===== config.mk =====
export PLATFORM = sky130hd
export DESIGN_NAME = ps2_kbd_rx_flat
export DESIGN_NICKNAME = d
export VERILOG_FILES = /design/src/rtl/ps2_pkg.sv /design/src/rtl/ps2_kbd_rx_if.sv /design/src/rtl/ps2_sync_edge.sv /design/src/rtl/ps2_kbd_rx.sv /design/src/flat_wrapper.sv
export SDC_FILE = /design/constraint.sdc
export NUM_CORES = 1
export LEC_CHECK = 0
export CORE_ASPECT_RATIO = 0.5
export CORE_UTILIZATION = 35
export DETAILED_ROUTE_END_ITERATION = 10
export PLACE_DENSITY = 0.52
export SLEW_MARGIN = 20
export SYNTH_ARGS = -nofsm -noshare
export SYNTH_HDL_FRONTEND = slang
export SYNTH_SLANG_ARGS = --single-unit

===== constraint.sdc =====
create_clock -name clk -period 5.5 [get_ports clk]
set_input_delay 1.1 -clock clk [delete_from_list [all_inputs] [get_ports clk]]
set_output_delay 1.1 -clock clk [all_outputs]
set_load 0.02 [all_outputs]

===== src/rtl/ps2_pkg.sv =====
// Shared PS/2 definitions: receive FSM encoding, prefix bytes and frame geometry.
package ps2_pkg;

    typedef enum logic [1:0] {
        ST_IDLE   = 2'd0,
        ST_DATA   = 2'd1,
        ST_PARITY = 2'd2,
        ST_STOP   = 2'd3
    } ps2_state_t;

    localparam logic [7:0] PS2_BREAK     = 8'hF0;
    localparam logic [7:0] PS2_EXT       = 8'hE0;
    localparam int         PS2_FRAME_LEN = 11;
    // start, parity and stop surround the data bits
    localparam int         PS2_DATA_BITS = PS2_FRAME_LEN - 3;

endpackage


===== src/rtl/ps2_kbd_rx_if.sv =====
// Decoded key-code bus between the PS/2 receiver and the key-command decoder.
interface ps2_kbd_rx_if;

    logic [7:0] scan_code;
    logic       is_break;
    logic       is_ext;
    logic       code_valid;
    logic       frame_err;

    modport master (
        output scan_code, is_break, is_ext, code_valid, frame_err
    );

    modport slave (
        input scan_code, is_break, is_ext, code_valid, frame_err
    );

endinterface


===== src/rtl/ps2_sync_edge.sv =====
// Synchronizes the raw PS/2 clock/data pins and flags falling edges of the PS/2 clock.
module ps2_sync_edge #(
    parameter int SYNC_STAGES = 2
) (
    input  logic clk,
    input  logic rst_n,
    input  logic ps2_clk,
    input  logic ps2_data,
    output logic data_s,
    output logic fall
);

    logic [SYNC_STAGES-1:0] clk_sr;
    logic [SYNC_STAGES-1:0] dat_sr;
    logic                   clk_prev;

    // Flops reset high so an idle bus never looks like an edge after reset
    always_ff @(posedge clk or negedge rst_n) begin
        if (!rst_n) begin
            clk_sr   <= '1;
            dat_sr   <= '1;
            clk_prev <= 1'b1;
        end else begin
            clk_sr   <= {clk_sr[SYNC_STAGES-2:0], ps2_clk};
            dat_sr   <= {dat_sr[SYNC_STAGES-2:0], ps2_data};
            clk_prev <= clk_sr[SYNC_STAGES-1];
        end
    end

    assign data_s = dat_sr[SYNC_STAGES-1];
    assign fall   = clk_prev & ~clk_sr[SYNC_STAGES-1];

endmodule


===== src/rtl/ps2_kbd_rx.sv =====
// PS/2 keyboard receiver: assembles 11-bit frames into scan codes and folds
// the E0/F0 prefixes into is_ext/is_break on the following code.
module ps2_kbd_rx
    import ps2_pkg::*;
#(
    parameter int SYNC_STAGES = 2,
    parameter int TIMEOUT_CYC = 50000
) (
    input  logic         clk,
    input  logic         rst_n,
    input  logic         ps2_clk,
    input  logic         ps2_data,
    ps2_kbd_rx_if.master bus
);

    localparam int                TMO_W    = (TIMEOUT_CYC > 1) ? $clog2(TIMEOUT_CYC) : 1;
    localparam logic [TMO_W-1:0]  TMO_LAST = TMO_W'(TIMEOUT_CYC - 1);
    localparam logic [2:0]        BIT_LAST = 3'(PS2_DATA_BITS - 1);

    ps2_state_t       state, state_nx;
    logic             data_s, fall;
    logic [2:0]       bit_cnt;
    logic [TMO_W-1:0] tmo_cnt;
    logic [7:0]       shreg;
    logic             par_bit;
    logic             brk_pend, ext_pend;
    logic             timeout, stop_fall, frame_ok;

    logic [7:0]       code_p1;
    logic             brk_p1, ext_p1, vld_p1, err_p1;

    // Stage p0: pin synchronization and edge detection
    ps2_sync_edge #(
        .SYNC_STAGES (SYNC_STAGES)
    ) u_sync (
        .clk      (clk),
        .rst_n    (rst_n),
        .ps2_clk  (ps2_clk),
        .ps2_data (ps2_data),
        .data_s   (data_s),
        .fall     (fall)
    );

    always_ff @(posedge clk or negedge rst_n) begin
        if (!rst_n) state <= ST_IDLE;
        else        state <= state_nx;
    end

    // A timeout overrides any edge arriving in the same cycle
    always_comb begin
        state_nx  = state;
        stop_fall = 1'b0;
        timeout   = (state != ST_IDLE) && (tmo_cnt == TMO_LAST);
        frame_ok  = data_s & (^{shreg, par_bit});
        if (timeout) begin
            state_nx = ST_IDLE;
        end else if (fall) begin
            case (state)
                ST_IDLE:   if (!data_s) state_nx = ST_DATA;
                ST_DATA:   if (bit_cnt == BIT_LAST) state_nx = ST_PARITY;
                ST_PARITY: state_nx = ST_STOP;
                ST_STOP: begin
                    stop_fall = 1'b1;
                    state_nx  = ST_IDLE;
                end
                default:   state_nx = ST_IDLE;
            endcase
        end
    end

    always_ff @(posedge clk) begin
        if (fall && !timeout) begin
            if (state == ST_DATA)   shreg   <= {data_s, shreg[7:1]};
            if (state == ST_PARITY) par_bit <= data_s;
        end
    end

    always_ff @(posedge clk or negedge rst_n) begin
        if (!rst_n) begin
            bit_cnt <= '0;
            tmo_cnt <= '0;
        end else begin
            if (state == ST_IDLE || fall || timeout) tmo_cnt <= '0;
            else                                     tmo_cnt <= tmo_cnt + 1'b1;
            if (fall && !timeout) begin
                if (state == ST_IDLE && !data_s) bit_cnt <= '0;
                else if (state == ST_DATA)       bit_cnt <= bit_cnt + 3'd1;
            end
        end
    end

    // Stage p1: frame outcome and prefix folding
    always_ff @(posedge clk or negedge rst_n) begin
        if (!rst_n) begin
            code_p1  <= 8'h00;
            brk_p1   <= 1'b0;
            ext_p1   <= 1'b0;
            vld_p1   <= 1'b0;
            err_p1   <= 1'b0;
            brk_pend <= 1'b0;
            ext_pend <= 1'b0;
        end else begin
            vld_p1 <= 1'b0;
            err_p1 <= 1'b0;
            if (timeout || (stop_fall && !frame_ok)) begin
                err_p1   <= 1'b1;
                brk_pend <= 1'b0;
                ext_pend <= 1'b0;
            end else if (stop_fall) begin
                if (shreg == PS2_BREAK) begin
                    brk_pend <= 1'b1;
                end else if (shreg == PS2_EXT) begin
                    ext_pend <= 1'b1;
                end else begin
                    vld_p1   <= 1'b1;
                    code_p1  <= shreg;
                    brk_p1   <= brk_pend;
                    ext_p1   <= ext_pend;
                    brk_pend <= 1'b0;
                    ext_pend <= 1'b0;
                end
            end
        end
    end

    assign bus.scan_code  = code_p1;
    assign bus.is_break   = brk_p1;
    assign bus.is_ext     = ext_p1;
    assign bus.code_valid = vld_p1;
    assign bus.frame_err  = err_p1;

endmodule

===== src/flat_wrapper.sv =====
// flat-port wrapper written by rule: the top's interface ports become plain ports
module ps2_kbd_rx_flat import ps2_pkg::*;
#(
    parameter int SYNC_STAGES = 2,
    parameter int TIMEOUT_CYC = 50000
)
  (clk, rst_n, ps2_clk, ps2_data, bus_scan_code, bus_is_break, bus_is_ext, bus_code_valid, bus_frame_err);
  ps2_kbd_rx_if bus_i ();
  input  logic clk;
  input  logic rst_n;
  input  logic ps2_clk;
  input  logic ps2_data;
  output wire logic [$bits(bus_i.scan_code)-1:0] bus_scan_code;
  output wire logic [$bits(bus_i.is_break)-1:0] bus_is_break;
  output wire logic [$bits(bus_i.is_ext)-1:0] bus_is_ext;
  output wire logic [$bits(bus_i.code_valid)-1:0] bus_code_valid;
  output wire logic [$bits(bus_i.frame_err)-1:0] bus_frame_err;
  assign bus_scan_code = bus_i.scan_code;
  assign bus_is_break = bus_i.is_break;
  assign bus_is_ext = bus_i.is_ext;
  assign bus_code_valid = bus_i.code_valid;
  assign bus_frame_err = bus_i.frame_err;
  ps2_kbd_rx #(.SYNC_STAGES(SYNC_STAGES), .TIMEOUT_CYC(TIMEOUT_CYC)) u_core (.clk(clk), .rst_n(rst_n), .ps2_clk(ps2_clk), .ps2_data(ps2_data), .bus(bus_i));
endmodule

==> impl_metrics.tcl <==
set metrics [dict create \
    status "complete, no violations" \
    cts.htree.levels 2 \
    finalHoldViolations 0 \
    antenna_left 0 \
    ys_ff_latch 49 \
    syn2layout_area_growth_pct 18.0 \
    path_delay_family "buffers and inverters" \
    wl_per_cell_um 12.8 \
    drt_iter0_markers 40 \
    seq_area_frac_synth_pct 58.2 \
    final_core_util_pct 45.0 \
    crit_arrival_ns 1.25 \
    multiInputGateArea_um2 871 \
    holdBufCountCts 0 \
    initial_utilization_pct 38.1 \
    core_um2 5750 \
    relSlewSlack_pct 40.6 \
    dr.pass1.iters 2 \
    setup_tns_ns 0 \
    switching_power_mw 0.299 \
    p_int_mw 0.796 \
    cts_setup_buffers 0 \
    worst_pin_slew_ns 0.892 \
    fin_crit_sh_pct 42.7 \
    cts_num_sinks 49 \
    routed_via_density 4.64 \
    antenna_cells 0 \
    start_kind "flip-flop" \
    reg2reg_slack_ns 3.18 \
    critical_path.max_fanout 2 \
    clkPwrFrac_pct 30.7 \
    clock_latency_ns 0.28 \
    grt.total_usage_pct 12.5 \
    max-cap-violations 0 \
    r2r_start "u_core.state[0]$_DFFE_PN0P_" \
    netlist_instances 174 \
    grt_pass1_vias 1308 \
    nFillCells 563 \
    maxSlewViolCount 0 \
    worstHoldStart "u_core.u_sync.dat_sr[0]$_DFF_PN1_" \
    syn_nets 185 \
    timing.rr.end "u_core.bus.scan_code[7]$_DFFE_PN0P_" \
    clock.fmax_ghz 0.426 \
    cts-buffers-inserted 5 \
    cts_root_buf "clkbuf_16" \
    antenna_found_initial 0 \
    yosysWarningCount 0 \
    p_seq_share_pct 44.1 \
    dp_slack_ns 3.14 \
    finalPower_mw 1.10 \
    required_ns 4.40 \
    fin_hold_ws_ns 0.355 \
    setup_viol 0 \
    skew_ns 0.00972 \
    drive_above_1_share_pct 13.9 \
    crit_slowest_cell "clkdlybuf4s50_1" \
    path_class "reg -> out" \
    cts.repair.resized 0 \
    cts_tree "done" \
    power_density_nw_per_um2 423 \
    rows 19 \
    cts.path.max_buffers 2 \
    combPwrFrac_pct 25.2 \
    final_common_cell "dfrtp_1" \
    endpoint_kind "output port" \
    io_buffers 15 \
    final_nets 204 \
    pin_count 16 \
    routabilityCongestion 0.797 \
    syn_area_um2 2190 \
    die_h_um 58.0 \
    hold_path.class "reg -> reg" \
    register_area_um2 1280 \
    r2r_cells 7 \
    die_area_um2 6610 \
    path_buf_inv 1 \
    path_clk_slew_ns 0.06 \
    layout_common_cells "35 x dfrtp_1, 22 x nor2_1, 14 x clkdlybuf4s50_1" \
    grt_overflow_total 0 \
    grt_max_degree 41 \
    grt_pass1_wl_mm 6.14 \
    worstPathCellList "clkdlybuf4s50_1" \
    swShare_pct 27.3 \
    critPathMaxStageDelay_ns 0.61 \
    holdPathStages 0 \
    dp_hpwl_mm 2.48 \
    drc 0 \
    syn_avg_cell_area_um2 12.6 \
    die_x_um 114 \
    p_leak_nw 1.14 \
    routed_wl_mm 3.55 \
    synth.distinct_cells 34 \
    fin_crit_ns 2.35 \
    rsz0062_at_grt "false" \
    finalWorstSetupSlack_ns 3.15 \
    min_to "u_core.u_sync.dat_sr[1]$_DFF_PN1_" \
    vias 1289 \
    vdd.ir_drop.worst_mv 0.141 \
]
==> through the flow <==
stage                     cell area [um2]  cells
final                                2590    278
after global routing                 2590    278
after CTS                            2590    278
after detailed placement             2420    270
after global placement               2420    270
after floorplan                      2190    174
==> worst max path at each step <==
stage                                                from                                  end  slack (ns)  cells after the start
after CTS                 u_core.bus.is_break$_DFFE_PN0P_                         bus_is_break        3.14                      1
final                     u_core.bus.is_break$_DFFE_PN0P_                         bus_is_break        3.15                      1
after global placement        u_core.state[0]$_DFFE_PN0P_  u_core.bus.scan_code[1]$_DFFE_PN0P_        3.25                      7
after floorplan               u_core.state[0]$_DFFE_PN0P_      u_core.bus.is_break$_DFFE_PN0P_        3.49                      8
after detailed placement      u_core.state[0]$_DFFE_PN0P_  u_core.bus.scan_code[7]$_DFFE_PN0P_        3.14                      7
after global routing          u_core.state[1]$_DFFE_PN0P_  u_core.bus.scan_code[4]$_DFFE_PN0P_        2.99                      7
==> flip-flops by register name, summed over array words and instances, names as in the netlist <==
name	count
u_core.tmo_cnt	16
u_core.bus.scan_code	8
u_core.shreg	8
u_core.bit_cnt	3
u_core.state	2
u_core.u_sync.clk_sr	2
u_core.u_sync.dat_sr	2
u_core.brk_pend	1
u_core.bus.code_valid	1
u_core.bus.frame_err	1
u_core.bus.is_break	1
u_core.bus.is_ext	1
u_core.ext_pend	1
u_core.par_bit	1
u_core.u_sync.clk_prev	1
==> power groups by stage <==
stage | clock, mW | combinational (mW) | sequential [mW]
final | 0.336 | 0.276 | 0.483
after detailed placement | 0 | 0.280 | 0.489
after global routing | 0.362 | 0.304 | 0.493
after global placement | 0 | 0.275 | 0.487
after CTS | 0.345 | 0.281 | 0.484
after floorplan | 0 | 0.151 | 0.517
==> area by class of cell <==
class,count,area share (%)
clock inverter,2,1.35
inverter,7,1.01
tap,84,4.06
timing repair buffer,15,5.61
sequential,49,49.3
clock buffer,6,4.98
multi-input combinational,115,33.6
==> logic make-up (layout without fill, tap and decap cells) <==
kind of cell	Yosys count	count (layout)	synth area share, %
AOI/OAI and AO/OA	10	10	3.14
buffers and inverters	10	30	2.05
muxes	11	11	7.19
and+or+nand+nor	66	66	16.0
adders and majority gates	7	7	3.99
xor gates and xnor gates	21	21	9.36
DFF	49	49	58.2
==> layer usage <==
metal,track usage [%],up-vias,wire (um)
met3,4.39,2,114
li1,-,639,-
met4,5.01,0,27
met5,0,-,0
met1,16.4,636,1820
met2,19.2,12,1590
==> synth_stat cells <==
library cell,instances,area share [%]
nand3_2,1,0.46
mux2_2,2,1.0
clkbuf_1,2,0.34
buf_6,1,0.51
ha_1,7,4.0
mux2_4,9,6.2
a22o_1,3,1.2
xnor2_1,10,4.0
nand4_1,4,1.1
or2_2,1,0.29
xnor3_1,1,1.0
xor2_1,9,3.6
xnor2_2,1,0.74
nand2b_1,3,0.86
nor3_1,6,1.4
dfrtp_1,35,40
a32o_1,1,0.46
and4_1,2,0.80
and3_1,5,1.4
nor2_1,22,3.8
edfxtp_1,9,12
inv_1,7,1.2
and4b_1,2,0.91
nand3_1,6,1.4
nor4_1,1,0.29
nor4b_1,2,0.80
a31oi_1,2,0.57
o21ai_0,2,0.46
and2_1,1,0.29
dfstp_2,5,6.0
nand2_1,6,1.0
nor2b_1,3,0.86
nand4b_1,1,0.40
a21oi_1,2,0.46
(Power assumes the default switching activity.)
